**src/rtl/fft_to_ram.sv**
```systemverilog
// Write side of the spectrogram ring: quantises FFT magnitudes to 4-bit pixels and stores
// the lower half of each frame into a ring of rows spread across one-hot selected RAM banks.
module fft_to_ram #(
    parameter int unsigned NO_BANKS       = 2,
    parameter int unsigned RAM_ADDR_WIDTH = 12,
    parameter int unsigned NO_FFTS        = 50,
    parameter int unsigned FFT_SIZE       = 256,
    parameter int unsigned MAG_W          = 16,
    parameter int unsigned MAG_SHIFT      = 8
) (
    input  logic                         clk,
    input  logic                         rst,
    input  logic                         in_valid,
    input  logic                         in_sof,
    input  logic [MAG_W-1:0]             in_mag,
    output logic                         wr_en,
    output logic [NO_BANKS-1:0]          wr_bank_select,
    output logic [RAM_ADDR_WIDTH-1:0]    wr_address,
    output logic [3:0]                   wr_data,
    output logic [$clog2(NO_FFTS)-1:0]   oldest_fft_idx,
    output logic                         frame_done,
    output logic                         frame_drop
);

    localparam int unsigned IW   = $clog2(NO_FFTS);
    localparam int unsigned CW   = $clog2(FFT_SIZE);
    localparam int unsigned BW   = $clog2(FFT_SIZE / 2);
    localparam int unsigned HALF = FFT_SIZE / 2;

    typedef enum logic [1:0] {StIdle, StStore, StSkip} state_e;

    state_e                    state_q, state_d;
    logic [IW-1:0]             wr_idx_q, wr_idx_d;
    logic [CW-1:0]             bin_cnt_q, bin_cnt_d;

    logic                      wr_en_d;
    logic [NO_BANKS-1:0]       bank_d;
    logic [RAM_ADDR_WIDTH-1:0] addr_d;
    logic [3:0]                data_d;
    logic [IW-1:0]             oldest_d;
    logic                      done_d;
    logic                      drop_d;

    logic [MAG_W-1:0]          shifted;
    logic [3:0]                pixel;
    logic [CW-1:0]             wr_bin;
    logic [IW-1:0]             wr_idx_inc;

    assign shifted    = in_mag >> MAG_SHIFT;
    assign pixel      = (shifted > MAG_W'(15)) ? 4'hF : shifted[3:0];
    assign wr_idx_inc = (wr_idx_q == IW'(NO_FFTS - 1)) ? '0 : wr_idx_q + 1'b1;

    always_comb begin
        state_d   = state_q;
        wr_idx_d  = wr_idx_q;
        bin_cnt_d = bin_cnt_q;
        wr_en_d   = 1'b0;
        wr_bin    = bin_cnt_q;
        done_d    = 1'b0;
        drop_d    = 1'b0;

        if (in_valid) begin
            if (in_sof) begin
                // A new frame always wins, even over the commit sample; restart in the same row.
                drop_d    = (state_q != StIdle);
                wr_en_d   = 1'b1;
                wr_bin    = '0;
                bin_cnt_d = CW'(1);
                state_d   = StStore;
            end else begin
                unique case (state_q)
                    StIdle: begin
                    end
                    StStore: begin
                        wr_en_d   = 1'b1;
                        bin_cnt_d = bin_cnt_q + 1'b1;
                        if (bin_cnt_q == CW'(HALF - 1)) begin
                            state_d = StSkip;
                        end
                    end
                    StSkip: begin
                        bin_cnt_d = bin_cnt_q + 1'b1;
                        if (bin_cnt_q == CW'(FFT_SIZE - 1)) begin
                            wr_idx_d  = wr_idx_inc;
                            bin_cnt_d = '0;
                            done_d    = 1'b1;
                            state_d   = StIdle;
                        end
                    end
                    default: state_d = StIdle;
                endcase
            end
        end
    end

    // The top row bit picks the bank; the remaining row bits and the bin form the address.
    assign bank_d   = wr_en_d ? (NO_BANKS'(1) << wr_idx_q[IW-1]) : '0;
    assign addr_d   = wr_en_d ? RAM_ADDR_WIDTH'({wr_idx_q[IW-2:0], wr_bin[BW-1:0]}) : '0;
    assign data_d   = wr_en_d ? pixel : 4'h0;
    assign oldest_d = (wr_idx_d == IW'(NO_FFTS - 1)) ? '0 : wr_idx_d + 1'b1;

    always_ff @(posedge clk) begin
        if (rst) begin
            state_q        <= StIdle;
            wr_idx_q       <= '0;
            bin_cnt_q      <= '0;
            wr_en          <= 1'b0;
            wr_bank_select <= '0;
            wr_address     <= '0;
            wr_data        <= 4'h0;
            oldest_fft_idx <= IW'(1 % NO_FFTS);
            frame_done     <= 1'b0;
            frame_drop     <= 1'b0;
        end else begin
            state_q        <= state_d;
            wr_idx_q       <= wr_idx_d;
            bin_cnt_q      <= bin_cnt_d;
            wr_en          <= wr_en_d;
            wr_bank_select <= bank_d;
            wr_address     <= addr_d;
            wr_data        <= data_d;
            oldest_fft_idx <= oldest_d;
            frame_done     <= done_d;
            frame_drop     <= drop_d;
        end
    end

endmodule
```
**config.mk**
```make
export PLATFORM = sky130hd
export DESIGN_NAME = fft_to_ram
export DESIGN_NICKNAME = d
export VERILOG_FILES = /design/src/rtl/fft_to_ram.sv
export SDC_FILE = /design/constraint.sdc
export NUM_CORES = 1
export LEC_CHECK = 0
export CORE_ASPECT_RATIO = 1.1
export CORE_MARGIN = 2
export CORE_UTILIZATION = 45
export CTS_BUF_LIST = sky130_fd_sc_hd__clkbuf_8
export DETAILED_ROUTE_END_ITERATION = 6
export PLACE_DENSITY = 0.82
export REMOVE_ABC_BUFFERS = 1
export SETUP_SLACK_MARGIN = 0.05
export SLEW_MARGIN = 20
export SYNTH_ARGS = -nofsm -noshare
export SYNTH_HDL_FRONTEND = slang
export SYNTH_SLANG_ARGS = --single-unit
```
**constraint.sdc**
```tcl
create_clock -name clk -period 7.2 [get_ports clk]
set_input_delay 1.44 -clock clk [delete_from_list [all_inputs] [get_ports clk]]
set_output_delay 1.44 -clock clk [all_outputs]
set_load 0.005 [all_outputs]
```
Yosys cells after proc, flatten, opt, wreduce, memory -nomap -nowiden
Index checks and enable logic that the tools add are counted.

storage, ports and cells
  register bits = 43
  latch bits = 0
  RAM bits = 0
  bits in read-only memories = 0
  output and inout port bits = 27
  memories kept = 0

operators by class
  add/subtract/negate cells = 3
  multiply operators = 0
  div/mod/pow operators = 0
  order comparisons = 1
  eq/ne operators = 9
  shifts and indexed selects = 1
  mux-type cells = 20
  bitwise gates (word level) = 4
  reduce and logical (&&, ||, !) cells = 9

operators by type and width
  kind                                                                             number
  6-bit two-way mux                                                                5
  8-bit two-way mux                                                                2
  8-bit case mux with 2 select lines                                               1
  7-bit two-way mux                                                                2
  6-bit by 1-bit adder with 6-bit output, second input constant                    2
  6-bit == test, second input constant                                             2
  8-bit by 1-bit adder with 8-bit output, second input constant                    1
  8-bit by 7-bit == test with 1-bit output, second input constant                  1
  8-bit == test, second input constant                                             1
  8-bit by 4-bit greater-than comparator with 1-bit output, second input constant  1
  2-bit two-way mux                                                                3
  3-bit != test, second input constant                                             2
  2-bit case mux with 3 select lines                                               1
  1-bit two-way mux                                                                5
  4-bit two-way mux                                                                1
  1-bit inverter                                                                   4
  4-bit AND reduction                                                              1
  2-bit OR reduction                                                               2
  4-bit OR reduction                                                               1
  3-bit nonzero test                                                               1
  3-bit OR reduction                                                               1
  2-bit by 1-bit == test with 1-bit output, second input constant                  1
  2-bit == test, second input constant                                             1
  2-bit logical NOT                                                                1
  4 further kinds                                                                  4

Longest topological paths before layout
  word-level depth = 8
  gate-level depth with buffers = 12
  depth with buffers taken out = 12

Worst setup path before layout
No wires, ideal clock.

  path kind = in2reg
  from = input in_sof
  to = register oldest_fft_idx[4]
  arrival time = 3.767 ns
  data required time = 7.125 ns
  slack = 3.359 ns
  stages = 9
  path buffers = 1
  cells stage by stage = nand4bb_1 or4_4 clkbuf_8 or2_2 o21ai_0 ha_1 inv_1 or4_1 a31oi_1

on the way
  word-level cells in the longest chain between the ends = 4
  elaborated cells on any way between the ends = 5
  those cells by class = 1 x add/sub; 1 x eq/ne; 2 x mux; 1 x reduce/logical

RTL lines
  what                                                                                            line  text
  start, declared                                                                                 14    input logic in_sof,
  6-bit two-way mux (*)                                                                           63    if (in_sof) begin
  6-bit two-way mux (*)                                                                           62    if (in_valid) begin
  net wr_idx_d[0]                                                                                 33    logic [IW-1:0] wr_idx_q, wr_idx_d;
  parallel branches: the longest is 2 deep, another holds 6-bit by 1-bit adder with 6-bit output  --
  end signal, assigned                                                                            111   oldest_fft_idx <= IW'(1 % NO_FFTS);
  end signal, assigned                                                                            122   oldest_fft_idx <= oldest_d;
  end, declared                                                                                   20    output logic [$clog2(NO_FFTS)-1:0] oldest_fft_idx,

Mark *: on every way through the listed nets, which the timed path passes.
A chain may end at the register's enable or synchronous reset.

Worst setup path after layout
  from = input in_sof
  to = register oldest_fft_idx[0]

on the way
  word-level cells in the longest chain between the ends = 4
  elaborated cells on any way between the ends = 5
  those cells by class = 1 x add/sub; 1 x eq/ne; 3 x mux

RTL lines
  what                                                                            line  text
  6-bit two-way mux (*)                                                           63
  6-bit two-way mux (*)                                                           62
  net wr_idx_d[0]                                                                 33
  6-bit by 1-bit adder with 6-bit output / 6-bit == test (equally long branches)  100   assign oldest_d = (wr_idx_d == IW'(NO_FFTS - 1)) ? '0 : wr_idx_d + 1'b1;
  1-bit two-way mux (*)                                                           100

Mark *: on every way through the listed nets, which the timed path passes. The rest lies on a longest branch.

==> metrics.csv <==
stage;metric;value;unit
run_status;status;completed;
sta;pins over their slew limit;0;
yosys;ys flop type;dfxtp_1;
job;max cap viols;0;
global_routing;GRT Total Usage;16.44;%
layout;ratio of cells with drive above 1 in the final layout;7.627;%
pwr;Max VDD drop;0.09188;mV
yosys;asr flop ratio synth;0;%
sta;f_max;226.1;MHz
detailed_routing;post-route ant nets;0;
setup_path;FF-to-FF setup slack;4050;ps
placed_design;Port Buffers;38;
floorplanning;IO Count;47;
clocking;Max Buffers Root-to-Sink;2;
clocking;Skew-Pair Late Insertion Delay;290;ps
layout;Area growth, synth to finish;28.47;%
layout;Post-Layout Cell Count;288;
sta;worst slew pin tran;633.4;ps
global_routing;vias in the first global route;1376;
detailed_routing;drt wl/cell;11.70;um
yosys;Yosys cell types;44;
global_routing;met1 Track Usage GR;19.92;%
pwr;Reg power frac;58.4;%
pwr;combinational share of power;5.7;%
clocking;CTS tree;yes;
layout;filler instances;353;
pwr;Power, Total;0.0004155;W
sta;RSZ-0062 raised after global routing;false;
sta;Final Setup Violations;0;
placed_design;dpl cells;281;
yosys;Synth area leaders;dfxtp_1, nor2_1, ha_1;
setup_path;Crit. End Element;flip-flop;
placed_design;GPL Wtd Cong;0.8620;
detailed_routing;TritonRoute pass-1 iters;4;
setup_path;Worst R2R Start;bin_cnt_q[0];
clocking;cts bufs inserted;5;
floorplanning;row count;24;
clocking;clk slew on worst S/H paths;70;ps
floorplanning;initial core utilization;46.38;%
hold_path;HP Class;flip-flop to flip-flop;
clocking;CTS root buf;clkbuf_8;
clocking;H-tree depth;2;
clocking;hold buffer count at CTS;0;
pwr;sw frac;20.98;%
detailed_routing;Routed WL;3371;um
floorplanning;Die ar.;0.004547;mm2
placed_design;DP HPWL;2487;um
clocking;CTS Sinks;43;
setup_path;startpoint types;input pin;
yosys;register area share after synthesis;47.55;%
sta;Period Utilization, post-route;61.43;%
setup_path;CP Class;input pin to flip-flop;
hold_path;Min-Delay Startpoint;bin_cnt_q[1];
layout;most frequent cells in the layout;dfxtp_1, clkdlybuf4s50_1, nor2_1, nand2_1;
pwr;sw power;0.00008716;W
floorplanning;Die X;64.48;um
pwr;Clock power frac;35.9;%
detailed_routing;1st-iter DRT viols;76;
global_routing;busiest grt layer;met2;
yosys;synthesized area;0.001810;mm2
layout;most common cell after layout, fill and taps aside;dfxtp_1;
setup_path;critical path data arrival time;4590;ps
pwr;Pwr Density;178.7;mW/mm2
global_routing;grt total ovfl;0;
yosys;Mapped Cells;195;
layout;# nets final;261;
global_routing;first-pass GRT wire length;5934;um
yosys;dominant cell type by area after synthesis;dfxtp_1;
clocking;Post-CTS Resized;0;
setup_path;worst r2r path cells;9;
detailed_routing;number of remaining DRC errors;0;
setup_path;CP Max Fanout;12;
pwr;internal power;0.0003284;W
setup_path;reg2reg end;oldest_fft_idx[0];
global_routing;met3 usage;3.543;%
global_routing;pin count of the biggest net entering global routing;24;
sta;Worst Clk Skew;6.214;ps
pwr;static leakage;0.8680;nW
detailed_routing;DR vias;1527;
yosys;EDFF count, synth;0;
global_routing;met2 GRT Util;27.66;%
layout;n_diodes;0;
global_routing;initial antenna violation count;0;
yosys;synth warn;0;
sta;final hold viol count;0;
floorplanning;Die Y;70.53;um
detailed_routing;DR vias/cell;5.302;
yosys;syn_area_per_cell;9.285;um2
clocking;Post-CTS Setup Inserts;0;
hold_path;Hold Path Stages;2;
yosys;Yosys top cell area share;47.55;%
sta;setup_tns;0;ps
floorplanning;core area;0.003904;mm2
hold_path;Worst Hold Endpoint;bin_cnt_q[1];
sta;post-route minimum period;4423;ps
sta;Slew HR;57.45;%
yosys;Seq cells post-synth;43;
setup_path;Worst EP required;7360;ps
## layer usage
layer | part of all wire, % | vias up
li1 | - | 778
met1 | 45 | 702
met4 | 2.1 | 0
met3 | 4.6 | 5
met2 | 48 | 42
met5 | 0 | -
## how the worst max path moves through the flow
stage | from | endpoint
after floorplan | in_sof | oldest_fft_idx[4]
after global placement | in_sof | oldest_fft_idx[4]
after detailed placement | in_sof | oldest_fft_idx[4]
after CTS | in_sof | oldest_fft_idx[4]
after global routing | in_sof | oldest_fft_idx[0]
final | in_sof | oldest_fft_idx[0]
## synth_stat cells, types with 2 or more instances
master / number
nor4_1: 6
o21ai_0: 6
clkbuf_1: 4
or4_1: 2
xnor2_1: 3
nor2b_1: 2
xor2_1: 5
nor2_1: 21
o211ai_1: 2
a21oi_1: 7
nand3b_1: 2
nand4_1: 6
nor3b_1: 3
a31oi_1: 2
or4_4: 2
nand3_1: 5
o21a_1: 7
a2bb2oi_1: 2
and3_1: 7
dfxtp_1: 43
inv_1: 8
nand2_1: 10
nor3_1: 8
ha_1: 5
and2_1: 7
and3_2: 2
## cells by family (layout without fill, tap and decap cells)
family / count (synthesis) / in the layout / synth area share, %
DFF: 43 / 43 / 47.55
buffers and inverters: 14 / 55 / 3.455
and+or+nand+nor: 93 / 93 / 29.79
xor gates and xnor gates: 8 / 8 / 3.870
AOI/OAI and AO/OA: 31 / 31 / 11.33
muxes: 1 / 1 / 0.5529
adders and majority gates: 5 / 5 / 3.455
## critical path: stages
cell	delay [ps]
clkdlybuf4s50_1	610
nand4bb_1	350
or4_4	590
or2_2	330
o21ai_0	380
ha_1	230
o211ai_1	130
nor3_1	390
o21ai_0	130
## final cells by class
| class | instances | area [um2] | share of cell area [%] |
|---|---|---|---|
| clock buffer | 6 | 82.58 | 3.550 |
| clock inverter | 1 | 5.005 | 0.2152 |
| inverter | 8 | 30.03 | 1.291 |
| multi-input combinational | 138 | 887.1 | 38.14 |
| sequential | 43 | 860.8 | 37.01 |
| tap | 52 | 65.06 | 2.797 |
| timing repair buffer | 40 | 395.4 | 17.00 |
## sequential cells by signal, summed over array words and instances, names as in the netlist
signal,cells
bin_cnt_q,8
frame_done,1
frame_drop,1
oldest_fft_idx,6
state_q,2
wr_address,12
wr_bank_select,2
wr_data,4
wr_en,1
wr_idx_q,6
## power by group through the flow
stage	Combinational, W	Clock (W)	Sequential [W]
after floorplan	0.00000823	0	0.000248
after global placement	0.0000235	0	0.000248
after detailed placement	0.0000239	0	0.000248
after CTS	0.0000241	0.000155	0.000242
after global routing	0.0000263	0.000163	0.000243
final	0.0000237	0.000149	0.000243
## stage by stage
stage / setup slack, ps / utilization (%) / hold WS (ps) / instance area, um2
detailed placement: 2494 / 57.34 / 519.7 / 2238
global placement: 2508 / 57.34 / 507.7 / 2238
global route: 2526 / 59.58 / 566.3 / 2326
floorplan: 3449 / - / 472.9 / 1778
CTS: 2791 / 59.58 / 530.3 / 2326
finish: 2777 / 59.58 / 530.9 / 2326
No activity file was read; power rests on OpenSTA's default activity.
